===== config.mk =====
export PLATFORM = sky130hd
export DESIGN_NAME = scan_chain_receiver
export DESIGN_NICKNAME = d
export VERILOG_FILES = /design/src/rtl/scan_chain_receiver.sv
export SDC_FILE = /design/constraint.sdc
export NUM_CORES = 1
export LEC_CHECK = 0
export ABC_AREA = 1
export BUFFER_PORTS_ARGS = -buffer_cell sky130_fd_sc_hd__buf_2
export CORE_MARGIN = 8
export CORE_UTILIZATION = 55
export DETAILED_ROUTE_END_ITERATION = 7
export HOLD_SLACK_MARGIN = 0.08
export PLACE_DENSITY = 0.77
export REMOVE_ABC_BUFFERS = 1
export SLEW_MARGIN = 20
export SYNTH_ARGS = -nofsm -noshare
export SYNTH_HDL_FRONTEND = slang
export SYNTH_SLANG_ARGS = --single-unit

===== constraint.sdc =====
create_clock -name clk -period 3 [get_ports clk]
set_clock_uncertainty 0.2 [all_clocks]
set_input_delay 0.15 -clock clk [delete_from_list [all_inputs] [get_ports clk]]
set_output_delay 0.15 -clock clk [all_outputs]
set_load 0.05 [all_outputs]

===== src/rtl/scan_chain_receiver.sv =====
// Oversampling receiver for the scan-chain link: rebuilds ADDR_BITS+PAYLOAD_BITS
// frames from asynchronous scan wires and holds each one in a single valid/ready slot.
module scan_chain_receiver #(
    parameter  int ADDR_BITS    = 12,
    parameter  int PAYLOAD_BITS = 160,
    parameter  int SYNC_STAGES  = 2,
    localparam int FRAME_BITS   = ADDR_BITS + PAYLOAD_BITS,
    localparam int CNT_W        = $clog2(FRAME_BITS + 2)
) (
    input  logic                    clk,
    input  logic                    n_reset,
    input  logic                    scan_clk,
    input  logic                    scan_en,
    input  logic                    scan_in,
    input  logic                    scan_reset,
    output logic                    frame_valid,
    input  logic                    frame_ready,
    output logic [ADDR_BITS-1:0]    frame_addr,
    output logic [PAYLOAD_BITS-1:0] frame_payload,
    output logic [CNT_W-1:0]        bit_count,
    output logic                    busy,
    output logic                    err_length,
    output logic                    err_overflow
);

    typedef enum logic {IDLE, SHIFT} state_t;

    localparam logic [CNT_W-1:0] CNT_FULL = CNT_W'(FRAME_BITS);
    localparam logic [CNT_W-1:0] CNT_SAT  = CNT_W'(FRAME_BITS + 1);

    function automatic logic [CNT_W-1:0] sat_inc(input logic [CNT_W-1:0] c);
        return (c == CNT_SAT) ? c : c + 1'b1;
    endfunction

    // Bit order in the synchronizer vector: {scan_reset, scan_in, scan_en, scan_clk}
    logic [3:0] sync_q [SYNC_STAGES];
    logic [3:0] synced;
    // History only for the edge-sensitive inputs; data and abort act on level.
    logic [1:0] prev;

    logic clk_rise, en_fall, en_s, in_s, rst_s;

    always_ff @(posedge clk) begin
        if (!n_reset) begin
            for (int i = 0; i < SYNC_STAGES; i++) sync_q[i] <= '0;
            prev <= '0;
        end else begin
            sync_q[0] <= {scan_reset, scan_in, scan_en, scan_clk};
            for (int i = 1; i < SYNC_STAGES; i++) sync_q[i] <= sync_q[i-1];
            prev <= synced[1:0];
        end
    end

    assign synced   = sync_q[SYNC_STAGES-1];
    assign clk_rise = synced[0] & ~prev[0];
    assign en_fall  = ~synced[1] & prev[1];
    assign en_s     = synced[1];
    assign in_s     = synced[2];
    assign rst_s    = synced[3];

    state_t                  state_q, state_d;
    logic [CNT_W-1:0]        count_q, count_d;
    logic [FRAME_BITS-1:0]   sr_q, sr_d;
    logic                    load, len_err, ovf_err;

    always_comb begin
        state_d = state_q;
        count_d = count_q;
        sr_d    = sr_q;
        load    = 1'b0;
        len_err = 1'b0;
        ovf_err = 1'b0;
        // Abort has priority over everything, including a coincident end of frame
        if (rst_s) begin
            state_d = IDLE;
            count_d = '0;
            sr_d    = '0;
        end else begin
            case (state_q)
                IDLE: begin
                    if (en_s) begin
                        state_d = SHIFT;
                        count_d = '0;
                    end
                end
                SHIFT: begin
                    if (en_fall) begin
                        state_d = IDLE;
                        if (count_q == CNT_FULL) begin
                            if (!frame_valid || frame_ready) load = 1'b1;
                            else ovf_err = 1'b1;
                        end else begin
                            len_err = 1'b1;
                        end
                    end else if (clk_rise && en_s) begin
                        sr_d    = {sr_q[FRAME_BITS-2:0], in_s};
                        count_d = sat_inc(count_q);
                    end
                end
                default: state_d = IDLE;
            endcase
        end
    end

    always_ff @(posedge clk) begin
        if (!n_reset) begin
            state_q       <= IDLE;
            count_q       <= '0;
            sr_q          <= '0;
            frame_valid   <= 1'b0;
            frame_addr    <= '0;
            frame_payload <= '0;
            err_length    <= 1'b0;
            err_overflow  <= 1'b0;
        end else begin
            state_q      <= state_d;
            count_q      <= count_d;
            sr_q         <= sr_d;
            err_length   <= len_err;
            err_overflow <= ovf_err;
            if (load) begin
                frame_valid   <= 1'b1;
                frame_addr    <= sr_q[ADDR_BITS-1:0];
                frame_payload <= sr_q[FRAME_BITS-1:ADDR_BITS];
            end else if (frame_valid && frame_ready) begin
                frame_valid <= 1'b0;
            end
        end
    end

    assign busy      = (state_q == SHIFT);
    assign bit_count = count_q;

endmodule

==> results of run 1 <==
## synth_stat cells (all sizes together) (2+ instances only)
library cell  number  area [um^2]
a21oi             51          255
buf               32          234
clkbuf            81          304
dfxtp            366         7330
ha                 3         37.5
inv               49          184
nand2             34          135
nand3              9         50.1
nor2             611         2290
nor3               5         30.0
o21ai            344         1720
xor2               2         17.5
## metrics by stage
| step | std cells | cell area (um^2) | TNS (ns) | hold slack [ns] | setup slack (ns) |
|---|---|---|---|---|---|
| floorplan | 1479 | 12100 | -1199.82 | 0.0435 | -5.21 |
| global placement | 1963 | 13500 | 0 | 0.133 | 0.701 |
| detailed placement | 1963 | 13500 | 0 | 0.156 | 0.639 |
| CTS | 2032 | 14700 | 0 | 0.165 | 0.631 |
| global route | 2032 | 14700 | 0 | 0.186 | 0.415 |
| finish | 2032 | 14700 | 0 | 0.183 | 0.629 |
## area by class of cell
| type | instances | area share |
|---|---|---|
| flip-flops and latches | 366 | 0.497 |
| repair buffers | 205 | 0.0759 |
| inverters | 49 | 0.0132 |
| well taps | 285 | 0.0242 |
| clock buffers | 60 | 0.0757 |
| multi-input cells | 1064 | 0.312 |
| clock inverters | 3 | 0.00127 |
## routing by layer
metal  share of wire  up-vias  global-route usage
li1                -     5361                   -
met1            0.44     4849               0.252
met2            0.49      227               0.336
met3           0.051       48              0.0414
met4           0.022        0              0.0602
met5               0        -                   0
## cell families after synthesis
group | after synthesis
adder cells (fa/ha/maj) | 3
XOR/XNOR | 2
AND/OR/NAND/NOR | 662
flip-flops | 366
buffers and inverters | 162
AO/OA/AOI/OAI | 397
## state kept, by name, summed over array words and instances, names as in the netlist
| signal | cells |
|---|---|
| sr_q | 172 |
| busy | 1 |
| err_overflow | 1 |
| frame_payload | 160 |
| frame_valid | 1 |
| prev | 2 |
| err_length | 1 |
| bit_count | 8 |
| sync_q | 8 |
| frame_addr | 12 |
## final timing paths
| check | from | end | depth (start not counted) |
|---|---|---|---|
| worst max-delay path | bit_count[4] | frame_payload[112] | 9 |
| worst max register to register | bit_count[4] | frame_payload[112] | 9 |
| worst min register to register | sync_q[0][3] | sync_q[0][7] | 2 |
| worst min-delay path | scan_in | sync_q[0][2] | 4 |
## power by group
part | total, uW | internal (uW) | switching, uW
sequential | 4880 | 4870 | 5.53
combinational | 191 | 58.9 | 132
clock | 4280 | 2530 | 1750
## critical path: stages (launching register included)
cell,delay (ns)
dfxtp_1,0.35
inv_2,0.08
nand2_1,0.05
nor2_1,0.18
nor2b_4,0.23
nand3_4,0.12
inv_6,0.07
buf_4,0.64
nor2_1,0.11
nor2_1,0.15
==> metrics.cfg, run 1 <==
[timing]
slew_violations = 0
maxSlewHeadroom = 0.277
hold_viol = 0
post-route-period-util = 0.790
fmax_mhz = 422
setup_viol = 0
fin_crit_ns = 2.37
max_slew.worst_pin.slew_ns = 1.08
rsz0062_at_grt = no

[detailed_routing]
vias = 10500
routedWlPerCell_um = 14.3
routed_wl_um = 29100
firstDrtPassIters = 5
vias_per_cell = 5.16
drt-initial-drc-count = 801
postRouteAntennaNets = 0
drc = 0

[layout]
regArea_um2 = 7330
area_delta_synth_final_pct = 16.6
final_common_cell = nor2_1
final_cell_mix = nor2_1, dfxtp_1, o21ai_0
diodes = 0
nFillCells = 1980
multiInputGateArea_um2 = 4600
drive_above_1_share = 0.149
nets = 1733
final_core_util = 0.653

[yosys]
synth-xor-area-share = 0.00139
synthCells = 1592
avgSynthCellArea_um2 = 7.93
yosysSeqAreaShare = 0.580
synth_seq_cells = 366
ys_warn_count = 0
synth_simple_gate_area_frac = 0.201
synthMuxAreaShare = 0
syn_area_um2 = 12600
synth_edf_count = 0
synth_fa_ha_area_frac = 0.00297
synth_compound_area_frac = 0.158
ys_types = 25
synth_top_family_by_area = simple AND/OR/NAND/NOR gates
synthArstFlopShare = 0
ys.flop_type = dfxtp_1

[clock_network]
htreeDepth = 2
clock-sinks = 366
clk_path_buf_depth = 3
insertion_delay_ns = 0.51
post_cts_buffers = 0
post_cts_resized = 0
path_clk_slew_ns = 0.06
holdBufCountCts = 6
root_buffer = clkbuf_16
numCtsBuffers = 37
tritoncts = yes

[floorplan]
start_util = 0.560
coreArea_um2 = 22600
die_h_um = 168
die-area_um2 = 28100
die_w_um = 168
rows = 55
ios = 191

[placement]
io_buffer_count = 190
dp_hpwl_um = 16600
gp_congestion = 0.825

[worst_setup_path]
criticalPathCategory = reg -> reg
cp.required_ns = 3.24
critPathArrivalTime_ns = 2.61
crit_fanout = 85
start_kind = register
r2r_setup_slack_ns = 0.63
end_kind = register

[global_route]
grt_max_degree = 183
gr-total-overflow = 0
grt_pass1_vias = 9626
antenna_found_initial = 0
grt_pass1_wl_um = 48000
track_usage = 0.199

[pwr]
ir_drop_v = 0.000425
power_uw = 9350
p_per_area_nw_per_um2 = 635
p_leak_uw = 0.00678

[outcome]
status = completed

[worst_hold_path]
holdCritPathClass = in -> reg

[run]
maxCapViolations = 0

Power figures use the tool's default switching activity.
==> inputs of run 2 (changes only) <==
- CORE_UTILIZATION: 55 -> 51
- PLACE_DENSITY: 0.77 -> 0.76
- clock period: 3 -> 1.9 ns (I/O delays scaled with it)
==> metrics.cfg, run 2 (same netlist as run 1, synthesis figures left out) <==
[outcome]
status = completed

[pwr]
p_switching_uw = 3120
power_uw = 15200
p_per_area_nw_per_um2 = 984
p_seq_frac = 0.508
p_leak_uw = 0.00709
switching_share = 0.206
internal_power_uw = 12000
pwr-share-clk = 0.471
comb_power_share = 0.022
ir_drop_v = 0.000921

[placement]
io_buffer_count = 190
place_area_um2 = 13900
gp_congestion = 0.806
dp_cells = 2029
dp_hpwl_um = 18300

[timing]
max_slew.worst_pin.slew_ns = 0.515
maxSlewHeadroom = 0.657
setup_viol = 0
rsz0062_at_grt = no
slew_violations = 0
fin_crit_ns = 1.86
hold_viol = 0
whs_ns = 0.123
fmax_mhz = 538
post-route-period-util = 0.978

[run]
maxCapViolations = 0

[global_route]
antenna_found_initial = 0
grt_pass1_wl_um = 50000
track_usage = 0.193
grt_max_degree = 183
gr-total-overflow = 0
grt_pass1_vias = 9988

[layout]
fin_area_um2 = 15400
final_common_cell = nor2_1
final_core_util = 0.634
largest_register = sr_q
drive_above_1_share = 0.170
final_cell_mix = nor2_1, dfxtp_1, o21ai_0
finalNonFillerCells = 2111
area_delta_synth_final_pct = 22.0
diodes = 0
largest_registers = sr_q: 172 flops, frame_payload: 160 flops, frame_addr: 12 flops
nets = 1769
largest_register_ffs = 172
nFillCells = 2090

[detailed_routing]
vias = 10800
firstDrtPassIters = 8
vias_per_cell = 5.10
routed_wl_um = 31600
drt-initial-drc-count = 922
postRouteAntennaNets = 0
drc = 0
routedWlPerCell_um = 15.0

[floorplan]
die_w_um = 173
coreArea_um2 = 24300
start_util = 0.519
rows = 57
die_h_um = 173
die-area_um2 = 30100
ios = 191

[worst_hold_path]
holdCritPathClass = in -> reg

[worst_setup_path]
max_stage_delay_ns = 0.31
crit_fanout = 43
path_cells = inv_1, ha_1, nand2_2, nor2b_4, nand3_4, buf_12, buf_12, o21ai_0, nor2_1
critPathArrivalTime_ns = 2.05
cp.required_ns = 2.09
r2r_setup_slack_ns = 0.04
end_kind = register
path_common_cell = buf_12
cp_slowest_cell = dfxtp_1
start_kind = register
criticalPathCategory = reg -> reg

[clock_network]
numCtsBuffers = 38
clk_path_buf_depth = 3
tritoncts = yes
root_buffer = clkbuf_16
path_clk_slew_ns = 0.06
clock-sinks = 366
insertion_delay_ns = 0.51
htreeDepth = 2

[run 2: path summary, 6_finish.rpt]
| check | start | to | depth (start not counted) |
|---|---|---|---|
| hold / removal | scan_en | sync_q[0][1] | 4 |
| hold reg to reg | sync_q[0][0] | sync_q[0][4] | 2 |
| setup / recovery | bit_count[0] | frame_payload[112] | 9 |
| setup reg to reg | bit_count[0] | frame_payload[112] | 9 |
[run 2: worst max-delay path: cells and delay by family (launching register included)]
kind,cells,cell delay (ns)
AOI/OAI and AO/OA,1,0.27
DFF,1,0.31
adders and majority gates,1,0.17
and+or+nand+nor,4,0.35
buffers and inverters,3,0.41
[run 2: final cells by class]
type                            instances  area (um^2)  share of cell area
Clock buffer                           60         1180              0.0764
Clock inverter                          8         45.0             0.00292
Inverter                               49          201              0.0131
Multi-Input combinational cell       1064         4610               0.299
Sequential cell                       366         7330               0.475
Tap cell                              324          405              0.0263
Timing Repair Buffer                  239         1640               0.106
Timing Repair inverter                  1         8.76            0.000568
[run 2: timing repair]
item                                   in CTS  in global routing
setup endpoints to repair                   0                209
hold buffers                                8                  0
resized for setup                           0                 10
setup buffers                               0                  1
endpoints found under the hold margin      11                  0
[run 2: per-layer routing]
layer / track usage / up-vias / wire, um
met5: 0 / - / 0
met4: 0.0765 / 0 / 989
met3: 0.0357 / 67 / 1570
met2: 0.324 / 280 / 15300
met1: 0.242 / 4973 / 13700
li1: - / 5445 / -
[run 2: per-stage QoR]
| stage | setup WS, ns | setup TNS [ns] |
|---|---|---|
| after floorplan | -6.31 | -1591.42 |
| after global placement | 0.0826 | 0 |
| after detailed placement | 0.0274 | 0 |
| after CTS | 0.00291 | 0 |
| after global routing | 0.00635 | 0 |
| final | 0.0414 | 0 |
[run 2: power groups by stage]
stage | Combinational [uW] | Sequential [uW] | Clock (uW)
3_3_place_gp | 299 | 7870 | 0
3_5_place_dp | 301 | 7870 | 0
5_1_grt | 370 | 7690 | 7600
4_1_cts | 315 | 7700 | 7260
6_report | 330 | 7700 | 7140
2_1_floorplan | 171 | 7870 | 0
